$ cat src/rtl/fft16_pkg.sv
// Shared constants, twiddle ROM, state encoding and helpers for the 16-point
// iterative FFT family. The forward FFT and the IFFT both build on these.
package fft16_pkg;

  localparam int N      = 16;
  localparam int DATA_W = 12;
  localparam int GAIN_W = 4;
  localparam int OUT_W  = DATA_W + GAIN_W;
  localparam int TW_W   = 12;
  localparam int FRAC   = TW_W - 2;
  localparam int W      = OUT_W + 1;

  typedef enum logic [1:0] {
    ST_IDLE = 2'd0,
    ST_COMP = 2'd1,
    ST_DONE = 2'd2
  } fft_state_e;

  // Q1.10 twiddles for k = 0..7: W^k = c - j*sn.
  localparam logic signed [TW_W-1:0] TW_COS [0:7] = '{
    12'sd1024, 12'sd946, 12'sd724, 12'sd392,
    12'sd0, -12'sd392, -12'sd724, -12'sd946
  };
  localparam logic signed [TW_W-1:0] TW_SIN [0:7] = '{
    12'sd0, 12'sd392, 12'sd724, 12'sd946,
    12'sd1024, 12'sd946, 12'sd724, 12'sd392
  };

  function automatic logic [3:0] bitrev4(input logic [3:0] n);
    return {n[0], n[1], n[2], n[3]};
  endfunction

  // W is exactly one bit wider than the output, so overflow shows up as a
  // disagreement between the two top bits.
  function automatic logic signed [OUT_W-1:0] saturate(input logic signed [W-1:0] v);
    if (v[W-1] != v[W-2]) begin
      return v[W-1] ? {1'b1, {(OUT_W-1){1'b0}}} : {1'b0, {(OUT_W-1){1'b1}}};
    end
    return v[OUT_W-1:0];
  endfunction

endpackage

$ cat src/rtl/fft16_iterative_fwd_if.sv
// Start/done handshake and unpacked sample/spectrum arrays of the 16-point FFT.
// start is a request that the block samples only while idle or done; done is a
// level that stays high while the outputs hold a valid spectrum.
interface fft16_iterative_fwd_if;
  import fft16_pkg::*;

  logic                     start;
  logic signed [DATA_W-1:0] data_real_in  [0:N-1];
  logic signed [DATA_W-1:0] data_imag_in  [0:N-1];
  logic signed [OUT_W-1:0]  data_real_out [0:N-1];
  logic signed [OUT_W-1:0]  data_imag_out [0:N-1];
  logic                     done;

  modport master (
    output start, data_real_in, data_imag_in,
    input  data_real_out, data_imag_out, done
  );

  modport slave (
    input  start, data_real_in, data_imag_in,
    output data_real_out, data_imag_out, done
  );

endinterface

$ cat src/rtl/fft_bfly_r2.sv
// Combinational radix-2 DIT butterfly: P = round(B * (c - j*sn)), A' = A + P,
// B' = A - P, all wrapping in W bits. The IFFT reuses it with sn negated.
module fft_bfly_r2
  import fft16_pkg::*;
(
  input  logic signed [W-1:0]    a_re,
  input  logic signed [W-1:0]    a_im,
  input  logic signed [W-1:0]    b_re,
  input  logic signed [W-1:0]    b_im,
  input  logic signed [TW_W-1:0] tw_c,
  input  logic signed [TW_W-1:0] tw_s,
  output logic signed [W-1:0]    top_re,
  output logic signed [W-1:0]    top_im,
  output logic signed [W-1:0]    bot_re,
  output logic signed [W-1:0]    bot_im
);

  localparam int PW = W + TW_W + 1;
  localparam logic signed [PW-1:0] HALF = PW'(1 << (FRAC - 1));

  logic signed [PW-1:0] br_x, bi_x, c_x, s_x;
  logic signed [PW-1:0] pr_full, pi_full;
  logic signed [W-1:0]  p_re, p_im;

  assign br_x = PW'(b_re);
  assign bi_x = PW'(b_im);
  assign c_x  = PW'(tw_c);
  assign s_x  = PW'(tw_s);

  // Round half up, then drop the Q1.10 fraction.
  assign pr_full = br_x * c_x + bi_x * s_x + HALF;
  assign pi_full = bi_x * c_x - br_x * s_x + HALF;
  assign p_re    = W'(pr_full >>> FRAC);
  assign p_im    = W'(pi_full >>> FRAC);

  assign top_re = a_re + p_re;
  assign top_im = a_im + p_im;
  assign bot_re = a_re - p_re;
  assign bot_im = a_im - p_im;

endmodule

$ cat src/rtl/fft16_iterative_fwd.sv
// Forward 16-point radix-2 DIT FFT, one butterfly per clock over an in-place
// register file; saturated spectrum appears 33 cycles after start is accepted.
module fft16_iterative_fwd #(
  parameter int N      = 16,
  parameter int DATA_W = 12,
  parameter int GAIN_W = 4,
  parameter int TW_W   = 12
) (
  input  logic                  clk,
  input  logic                  rst,
  fft16_iterative_fwd_if.slave  bus,
  output fft16_pkg::fft_state_e dbg_state
);
  import fft16_pkg::*;

  if (N != 16 || DATA_W != fft16_pkg::DATA_W || GAIN_W != fft16_pkg::GAIN_W ||
      TW_W != fft16_pkg::TW_W) begin : g_cfg_check
    $error("fft16_iterative_fwd supports only N=16 with the fft16_pkg widths");
  end

  typedef logic signed [W-1:0] word_t;

  fft_state_e state, state_nx;
  logic [5:0] cnt;
  logic       capture, step, finish;
  word_t      mem_re [0:N-1];
  word_t      mem_im [0:N-1];

  logic [1:0] stage;
  logic [2:0] bfly;
  logic [3:0] top_idx, bot_idx;
  logic [2:0] tw_idx;
  word_t      top_re, top_im, bot_re, bot_im;

  // cnt 0..31 walks the 32 butterflies; cnt == 32 is the output-copy cycle.
  assign stage = cnt[4:3];
  assign bfly  = cnt[2:0];

  // top = ((b>>s)<<(s+1)) + (b & (h-1)), bot = top + h, k = (b & (h-1)) << (3-s)
  always_comb begin
    top_idx = '0;
    bot_idx = '0;
    tw_idx  = '0;
    case (stage)
      2'd0: begin
        top_idx = {bfly, 1'b0};
        bot_idx = {bfly, 1'b1};
        tw_idx  = 3'd0;
      end
      2'd1: begin
        top_idx = {bfly[2:1], 1'b0, bfly[0]};
        bot_idx = {bfly[2:1], 1'b1, bfly[0]};
        tw_idx  = {bfly[0], 2'b00};
      end
      2'd2: begin
        top_idx = {bfly[2], 1'b0, bfly[1:0]};
        bot_idx = {bfly[2], 1'b1, bfly[1:0]};
        tw_idx  = {bfly[1:0], 1'b0};
      end
      default: begin
        top_idx = {1'b0, bfly};
        bot_idx = {1'b1, bfly};
        tw_idx  = bfly;
      end
    endcase
  end

  fft_bfly_r2 u_bfly (
    .a_re   (mem_re[top_idx]),
    .a_im   (mem_im[top_idx]),
    .b_re   (mem_re[bot_idx]),
    .b_im   (mem_im[bot_idx]),
    .tw_c   (TW_COS[tw_idx]),
    .tw_s   (TW_SIN[tw_idx]),
    .top_re (top_re),
    .top_im (top_im),
    .bot_re (bot_re),
    .bot_im (bot_im)
  );

  always_comb begin
    state_nx = state;
    capture  = 1'b0;
    step     = 1'b0;
    finish   = 1'b0;
    case (state)
      ST_IDLE, ST_DONE: begin
        if (bus.start) begin
          state_nx = ST_COMP;
          capture  = 1'b1;
        end
      end
      ST_COMP: begin
        if (cnt == 6'd32) begin
          state_nx = ST_DONE;
          finish   = 1'b1;
        end else begin
          step = 1'b1;
        end
      end
      default: state_nx = ST_IDLE;
    endcase
  end

  always_ff @(posedge clk) begin
    if (rst) begin
      state <= ST_IDLE;
      cnt   <= '0;
      for (int i = 0; i < N; i++) begin
        mem_re[i]            <= '0;
        mem_im[i]            <= '0;
        bus.data_real_out[i] <= '0;
        bus.data_imag_out[i] <= '0;
      end
    end else begin
      state <= state_nx;
      if (capture) begin
        cnt <= '0;
        for (int n = 0; n < N; n++) begin
          mem_re[bitrev4(4'(n))] <= word_t'(bus.data_real_in[n]);
          mem_im[bitrev4(4'(n))] <= word_t'(bus.data_imag_in[n]);
        end
      end else if (step) begin
        cnt             <= cnt + 6'd1;
        mem_re[top_idx] <= top_re;
        mem_im[top_idx] <= top_im;
        mem_re[bot_idx] <= bot_re;
        mem_im[bot_idx] <= bot_im;
      end else if (finish) begin
        for (int i = 0; i < N; i++) begin
          bus.data_real_out[i] <= saturate(mem_re[i]);
          bus.data_imag_out[i] <= saturate(mem_im[i]);
        end
      end
    end
  end

  assign bus.done  = (state == ST_DONE);
  assign dbg_state = state;

endmodule

$ cat src/flat_wrapper.sv
// flat-port wrapper written by rule: the top's interface ports become plain ports
module fft16_iterative_fwd_flat import fft16_pkg::*;
#(
  parameter int N      = 16,
  parameter int DATA_W = 12,
  parameter int GAIN_W = 4,
  parameter int TW_W   = 12
)
  (clk, rst, dbg_state, bus_start, bus_data_real_in, bus_data_imag_in, bus_data_real_out, bus_data_imag_out, bus_done);
  fft16_iterative_fwd_if bus_i ();
  input  logic clk;
  input  logic rst;
  output fft16_pkg::fft_state_e dbg_state;
  input wire logic [$bits(bus_i.start)-1:0] bus_start;
  input wire logic [$bits(bus_i.data_real_in)-1:0] bus_data_real_in;
  input wire logic [$bits(bus_i.data_imag_in)-1:0] bus_data_imag_in;
  output wire logic [$bits(bus_i.data_real_out)-1:0] bus_data_real_out;
  output wire logic [$bits(bus_i.data_imag_out)-1:0] bus_data_imag_out;
  output wire logic [$bits(bus_i.done)-1:0] bus_done;
  assign bus_i.start = bus_start;
  assign bus_i.data_real_in = {>>{bus_data_real_in}};
  assign bus_i.data_imag_in = {>>{bus_data_imag_in}};
  assign bus_data_real_out = {>>{bus_i.data_real_out}};
  assign bus_data_imag_out = {>>{bus_i.data_imag_out}};
  assign bus_done = bus_i.done;
  fft16_iterative_fwd #(.N(N), .DATA_W(DATA_W), .GAIN_W(GAIN_W), .TW_W(TW_W)) u_core (.clk(clk), .rst(rst), .bus(bus_i), .dbg_state(dbg_state));
endmodule
$ cat config.mk
export PLATFORM = sky130hd
export DESIGN_NAME = fft16_iterative_fwd_flat
export DESIGN_NICKNAME = d
export VERILOG_FILES = /design/src/rtl/fft16_pkg.sv /design/src/rtl/fft16_iterative_fwd_if.sv /design/src/rtl/fft_bfly_r2.sv /design/src/rtl/fft16_iterative_fwd.sv /design/src/flat_wrapper.sv
export SDC_FILE = /design/constraint.sdc
export NUM_CORES = 2
export LEC_CHECK = 0
export CAP_MARGIN = 10
export CORE_MARGIN = 2
export CORE_UTILIZATION = 23
export DETAILED_ROUTE_END_ITERATION = 8
export PLACE_DENSITY = 0.43
export SYNTH_ARGS = -nofsm -noshare
export SYNTH_HDL_FRONTEND = slang
export SYNTH_SLANG_ARGS = --single-unit
$ cat constraint.sdc
create_clock -name clk -period 17.25 [get_ports clk]
set_input_delay 1.725 -clock clk [delete_from_list [all_inputs] [get_ports clk]]
set_output_delay 1.725 -clock clk [all_outputs]
set_load 0.02 [all_outputs]
Yosys cells after proc, flatten, opt, wreduce, memory -nomap -nowiden
Memory sizes are Yosys's and may differ from the RTL's.
Index checks and enable logic that the tools add are counted.
{"block": "op_classes", "addsub": 9, "multipliers": 4, "magnitude_cmp": 1, "eq_ne": 39, "mux": 325, "n_bitwise": 35, "n_reduce_logical": 10}
{"operator": "two-way mux 16 bit", "count": 96}
{"operator": "two-way mux 17 bit", "count": 36}
{"operator": "two-way mux 1 bit", "count": 179}
{"operator": "multiplier 17 x 12 -> 27 bit", "count": 4}
{"operator": "OR reduction 17 bit", "count": 4}
{"operator": "adder 27 x 11 -> 27 bit, second input constant", "count": 2}
{"operator": "two-way mux 12 bit", "count": 4}
{"operator": "adder 17 bit", "count": 2}
{"operator": "subtractor 17 bit", "count": 2}
{"operator": "inequality test 1 bit", "count": 32}
{"operator": "OR 1 bit", "count": 32}
{"operator": "adder 27 bit", "count": 1}
{"operator": "subtractor 27 bit", "count": 1}
{"operator": "one-hot mux 4 bit (3 select lines)", "count": 2}
{"operator": "two-way mux 4 bit", "count": 4}
{"operator": "one-hot mux 3 bit (3 select lines)", "count": 1}
{"operator": "adder 6 x 1 -> 6 bit, second input constant", "count": 1}
{"operator": "equality test 6 bit, second input constant", "count": 1}
{"operator": "equality test 2 x 1 -> 1 bit, second input constant", "count": 2}
{"operator": "equality test 2 bit, second input constant", "count": 2}
{"operator": "greater-or-equal comparator 4 bit, second input constant", "count": 1}
{"operator": "zero test 2 bit", "count": 2}
{"operator": "two-way mux 2 bit", "count": 2}
{"operator": "inverter 3 -> 4 bit", "count": 1}
{"operator": "other kinds (7)", "count": 9}
{"block": "word_totals", "ff_bits": 520, "mem_bits_rw": 544, "romBits": 192, "in_bits": 387, "out_inout_bits": 515, "memories": 4}
{"name": "u_core.mem_im", "depth": 16, "width": 17, "rd": 18, "rd_ports_with_merged_regs": 0, "wr": 16, "line_no": "fft16_iterative_fwd.sv:27", "text": "word_t mem_im [0:N-1];"}
{"name": "u_core.mem_re", "depth": 16, "width": 17, "rd": 18, "rd_ports_with_merged_regs": 0, "wr": 16, "line_no": "fft16_iterative_fwd.sv:26", "text": "word_t mem_re [0:N-1];"}
{"name": "(name not given)", "depth": 8, "width": 12, "rd": 1, "rd_ports_with_merged_regs": 0, "wr": 0, "line_no": "fft16_iterative_fwd.sv:73", "text": ".tw_c (TW_COS[tw_idx]),"}
{"name": "(name not given)", "depth": 8, "width": 12, "rd": 1, "rd_ports_with_merged_regs": 0, "wr": 0, "line_no": "fft16_iterative_fwd.sv:74", "text": ".tw_s (TW_SIN[tw_idx]),"}

Depth between registers and ports, before layout
{"block": "logic_depth", "depth_word": 11, "ltp_mapped": 55, "depth_no_buf": 45}

Cells and area by module
Synthesis repeated with hierarchy kept, for this count alone.
{"block": "unflattened", "hier_cells": 10290, "area_unflattened_um2": 90902.2}
{"mod": "fft16_iterative_fwd", "instances": 1, "cells_per_inst": 6859, "area_per_inst_um2": 60030.1, "seq_area_each_um2": 26745.7}
{"mod": "fft_bfly_r2", "instances": 1, "cells_per_inst": 3431, "area_per_inst_um2": 30872.1, "seq_area_each_um2": 0.0}

Least setup slack after synthesis
Ideal clock, no wire load.
{"block": "synth_path", "path_kind": "register to register", "from": "register u_core.cnt[0]", "to": "memory u_core.mem_im[12][13] in the netlist's numbering, data pin", "setup_time_ps": 134, "arrival_time_ps": 11627, "required_time_ps": 17116, "setup_slack_ps": 5489, "path_stages_with_launch": 50, "n_path_buf": 12, "cell_sequence": "dfxtp_1 > buf_2 > buf_1 > buf_1 > buf_2 > buf_2 > clkbuf_1 > clkbuf_1 > nand2_1 > clkbuf_1 > ha_1 > clkbuf_1 > a21oi_1 > o21ai_0 > a22oi_1 > clkbuf_1 > nor2_1 > fa_1 > [14 not listed] > a31oi_1 > inv_1 > a21oi_1 > xnor2_1 > ha_1 > inv_1 > o21ai_0 > a21oi_1 > nor2_1 > o21a_1 > o31a_1 > o41ai_1 > o21a_1 > and3_1 > clkbuf_1 > clkbuf_1 > a22oi_1 > nand2_1"}
{"item": "start, declared", "line_no": "fft16_iterative_fwd.sv:24", "text": "logic [5:0] cnt;"}
{"item": "start signal, assigned", "line_no": "fft16_iterative_fwd.sv:124", "text": "cnt <= cnt + 6'd1;"}
{"item": "end, declared", "line_no": "fft16_iterative_fwd.sv:27"}

==> flow_summary.json <==
{
  "outcome": "finished clean",
  "worst-endpoint-required_ps": 17770,
  "critical-path-top-delay-family": "compound AO/OA/AOI/OAI gates",
  "grt-ovfl-total": 0,
  "synth_largest_type_area_fraction_pct": 19.4,
  "finalSetupViolations": 0,
  "timing.max_slew.rel_slack_pct": 5.72,
  "synthesis_stage_register_bit_count": 1064,
  "cts_setup_buffers": 0,
  "antenna_found_initial": 42,
  "criticalPathCategory": "flip-flop to flip-flop",
  "max_stage_delay_ps": 790,
  "most_common_flop_cell_mapped_by_yosys": "edfxtp_1",
  "synthArstFlopShare_pct": 0,
  "die-height_microns": 609,
  "worst-r2r-cell-count": 38,
  "ios": 902,
  "effective_utilization_at_floorplan_pct": 23.1,
  "floorplan.rows": 222,
  "hp-start": "u_core.bus.data_imag_out[133]",
  "detail_route.vias_per_cell": 5.40,
  "post-route-period-util_pct": 80.5,
  "detail_route.drc_violations": 0,
  "r2r_end": "u_core.mem_im[10][16]",
  "drc_marker_count_from_the_first_detailed_route_iteration": 9664,
  "clock_tree.buffer_depth": 3,
  "cp_num_buf_inv": 6,
  "post_drt_wl_per_cell_microns": 33.9,
  "min_delay_path_depth": 2,
  "synth_sequential_area_ratio_pct": 31.7,
  "tritoncts_clock_tree": "yes",
  "core_area_sq_um": 365000,
  "synthesis.area_sq_um": 84300,
  "largest_net_degree_at_the_start_of_global_routing": 215,
  "worst-path-stages": 38,
  "min_path_type": "flip-flop to flip-flop",
  "gp_congestion": 0.975,
  "postRouteWirelength_mm": 509,
  "place.port_buffers": 901,
  "leading_cell_types_by_count_after_synthesis": "inv_1 (1045), nor2_1 (968), nand2_1 (946), fa_1 (686), clkbuf_1 (635)",
  "cts-resized-gates": 0,
  "startpoint_type": "flip-flop",
  "grt_pass1_wl_mm": 689,
  "via_count_of_the_first_global_routing_pass": 80021,
  "capture_endpoint_of_the_worst_hold_path": "u_core.bus.data_imag_out[133]",
  "clock_sinks": 1064,
  "cts-buffers-inserted": 120,
  "setup-tns-final_ps": 0,
  "cts_hold_buf": 0,
  "finalClockSkew_ps": 42.3,
  "achievable-frequency_ghz": 0.0720,
  "final.min_clock_period_ps": 13880,
  "chipWidth_microns": 609,
  "synthDistinctLibCells": 95,
  "groute.usage.overall_pct": 26.5,
  "synth_area_per_cell_sq_um": 8.81,
  "synth_area_leader_cell": "edfxtp_1",
  "max-cap-violations": 0,
  "routed-via-count": 81102,
  "worst_path_max_delay_cell": "dfxtp_4",
  "clk_latency_ps": 790,
  "post_route_cells_drive_above_1_share_pct": 6.43,
  "dp.final_hpwl_mm": 399,
  "fillerInstances": 38957,
  "ant_nets": 0,
  "final_hold_viol_count": 0,
  "clkTransAtPathRegs_ps": 70,
  "setup_repair_after_global_routing_missed_its_margin": "false",
  "worstMarginPinSlew_ps": 1410,
  "most_used_standard_cell_by_instance_count_after_synthesis": "inv_1",
  "num-nets-final": 11534,
  "timing.critical_path.fanout_max": 48,
  "rrSetupSlack_ps": 3370,
  "layout-area-overhead-vs-synth_pct": 22.5,
  "synth_cells": 9566,
  "r2r-start": "u_core.cnt[4]",
  "synthesis.nets": 11032,
  "number_of_synthesized_flops_with_an_enable_pin": 544,
  "endpoint_kind": "flip-flop",
  "timing.final.max_slew_violations": 0,
  "clock_tree.root_cell": "clkbuf_16",
  "path_common_cell": "fa_1",
  "cp.arrival_ps": 14400,
  "die_area_sq_um": 371000,
  "synthTopCellsByArea": "edfxtp_1 (19%), fa_1 (16%), dfxtp_1 (12%)",
  "htree_levels": 3,
  "drt_pass1_iterations": 9,
  "ys_warn_count": 0
}
## layer usage
metal	GRT usage [%]	share of wire [%]	vias up
met1	34.5	41	41438
met4	14.9	6.7	16
li1	-	-	33964
met5	0	0.019	-
met2	40.9	44	4685
met3	5.42	8.6	999
## registers in the layout, indices dropped and copies added, names as in the netlist
signal / cells
u_core.bus.data_imag_out: 256
u_core.bus.data_real_out: 256
u_core.cnt: 6
u_core.dbg_state: 2
u_core.mem_im: 272
u_core.mem_re: 272
## cells in the final DEF, fill, tap and decap left out, types with 44 or more instances in the layout
master	netlist	routed
edfxtp_1	544	544
nand2b_1	50	44
a22o_1	97	97
xnor2_1	108	79
fa_1	686	685
clkbuf_16	0	130
nor2b_1	430	430
mux2i_1	73	72
o221ai_1	437	437
a21oi_1	555	551
a22oi_1	126	125
nor3_1	566	560
dfxtp_1	520	516
inv_1	1045	1043
nor2_1	968	952
o22a_1	204	204
nand2_1	946	935
a211oi_1	175	174
clkdlybuf4s50_1	0	900
nand3_1	175	156
buf_4	8	240
o21ai_0	271	268
ha_1	393	393
## cells by family after synthesis
group	count (synthesis)	synth area share, %
simple gates	3279	17.6
compound gates	2103	17.7
buf+inv	1814	8.22
fa+ha+maj	1079	22.1
flops	1064	31.7
xor+xnor	141	1.51
mux	86	1.05
## layout make-up
class	instances	area (sq um)	area share (%)
Inverter	1046	3930	3.80
Tap cell	4816	6030	5.84
Timing Repair Buffer	1148	11000	10.6
Sequential cell	1064	26800	25.9
Multi-Input combinational cell	6688	51300	49.7
Clock inverter	51	523	0.506
Clock buffer	175	3640	3.53
Antenna cell	25	62.6	0.0606
## worst max-delay path by stage
| stage | start | endpoint | slack [ps] |
|---|---|---|---|
| 2_1_floorplan | u_core.cnt[0] | u_core.mem_im[12][13] | 5490 |
| 3_3_place_gp | u_core.cnt[4] | u_core.mem_re[7][14] | 3730 |
| 3_5_place_dp | u_core.cnt[4] | u_core.mem_re[4][14] | 3580 |
| 4_1_cts | u_core.cnt[4] | u_core.mem_re[3][14] | 3540 |
| 5_1_grt | u_core.cnt[4] | u_core.mem_re[3][14] | 2760 |
| 6_report | u_core.cnt[4] | u_core.mem_im[10][16] | 3370 |
## worst reg2reg max path, delay by kind of cell (launching register included)
kind | cells | cell delay (ps)
flops | 1 | 790
fa+ha+maj | 9 | 4210
buf+inv | 6 | 1260
compound gates | 16 | 4810
simple gates | 5 | 1890
xor+xnor | 2 | 670
## through the flow
| stage | util [%] | std cells | setup slack [ps] | hold slack (ps) | area (sq um) |
|---|---|---|---|---|---|
| floorplan | - | 9566 | 5490 | 458 | 84300 |
| global placement | 27.1 | 14759 | 3730 | 468 | 99000 |
| detailed placement | 27.1 | 14759 | 3580 | 477 | 99000 |
| CTS | 28.2 | 14985 | 3540 | 494 | 103000 |
| global route | 28.3 | 15000 | 2760 | 513 | 103000 |
| finish | 28.3 | 15013 | 3370 | 490 | 103000 |
Power is not shown: default switching activity piles up to over one toggle a cycle in this logic, so the estimate is an artifact.
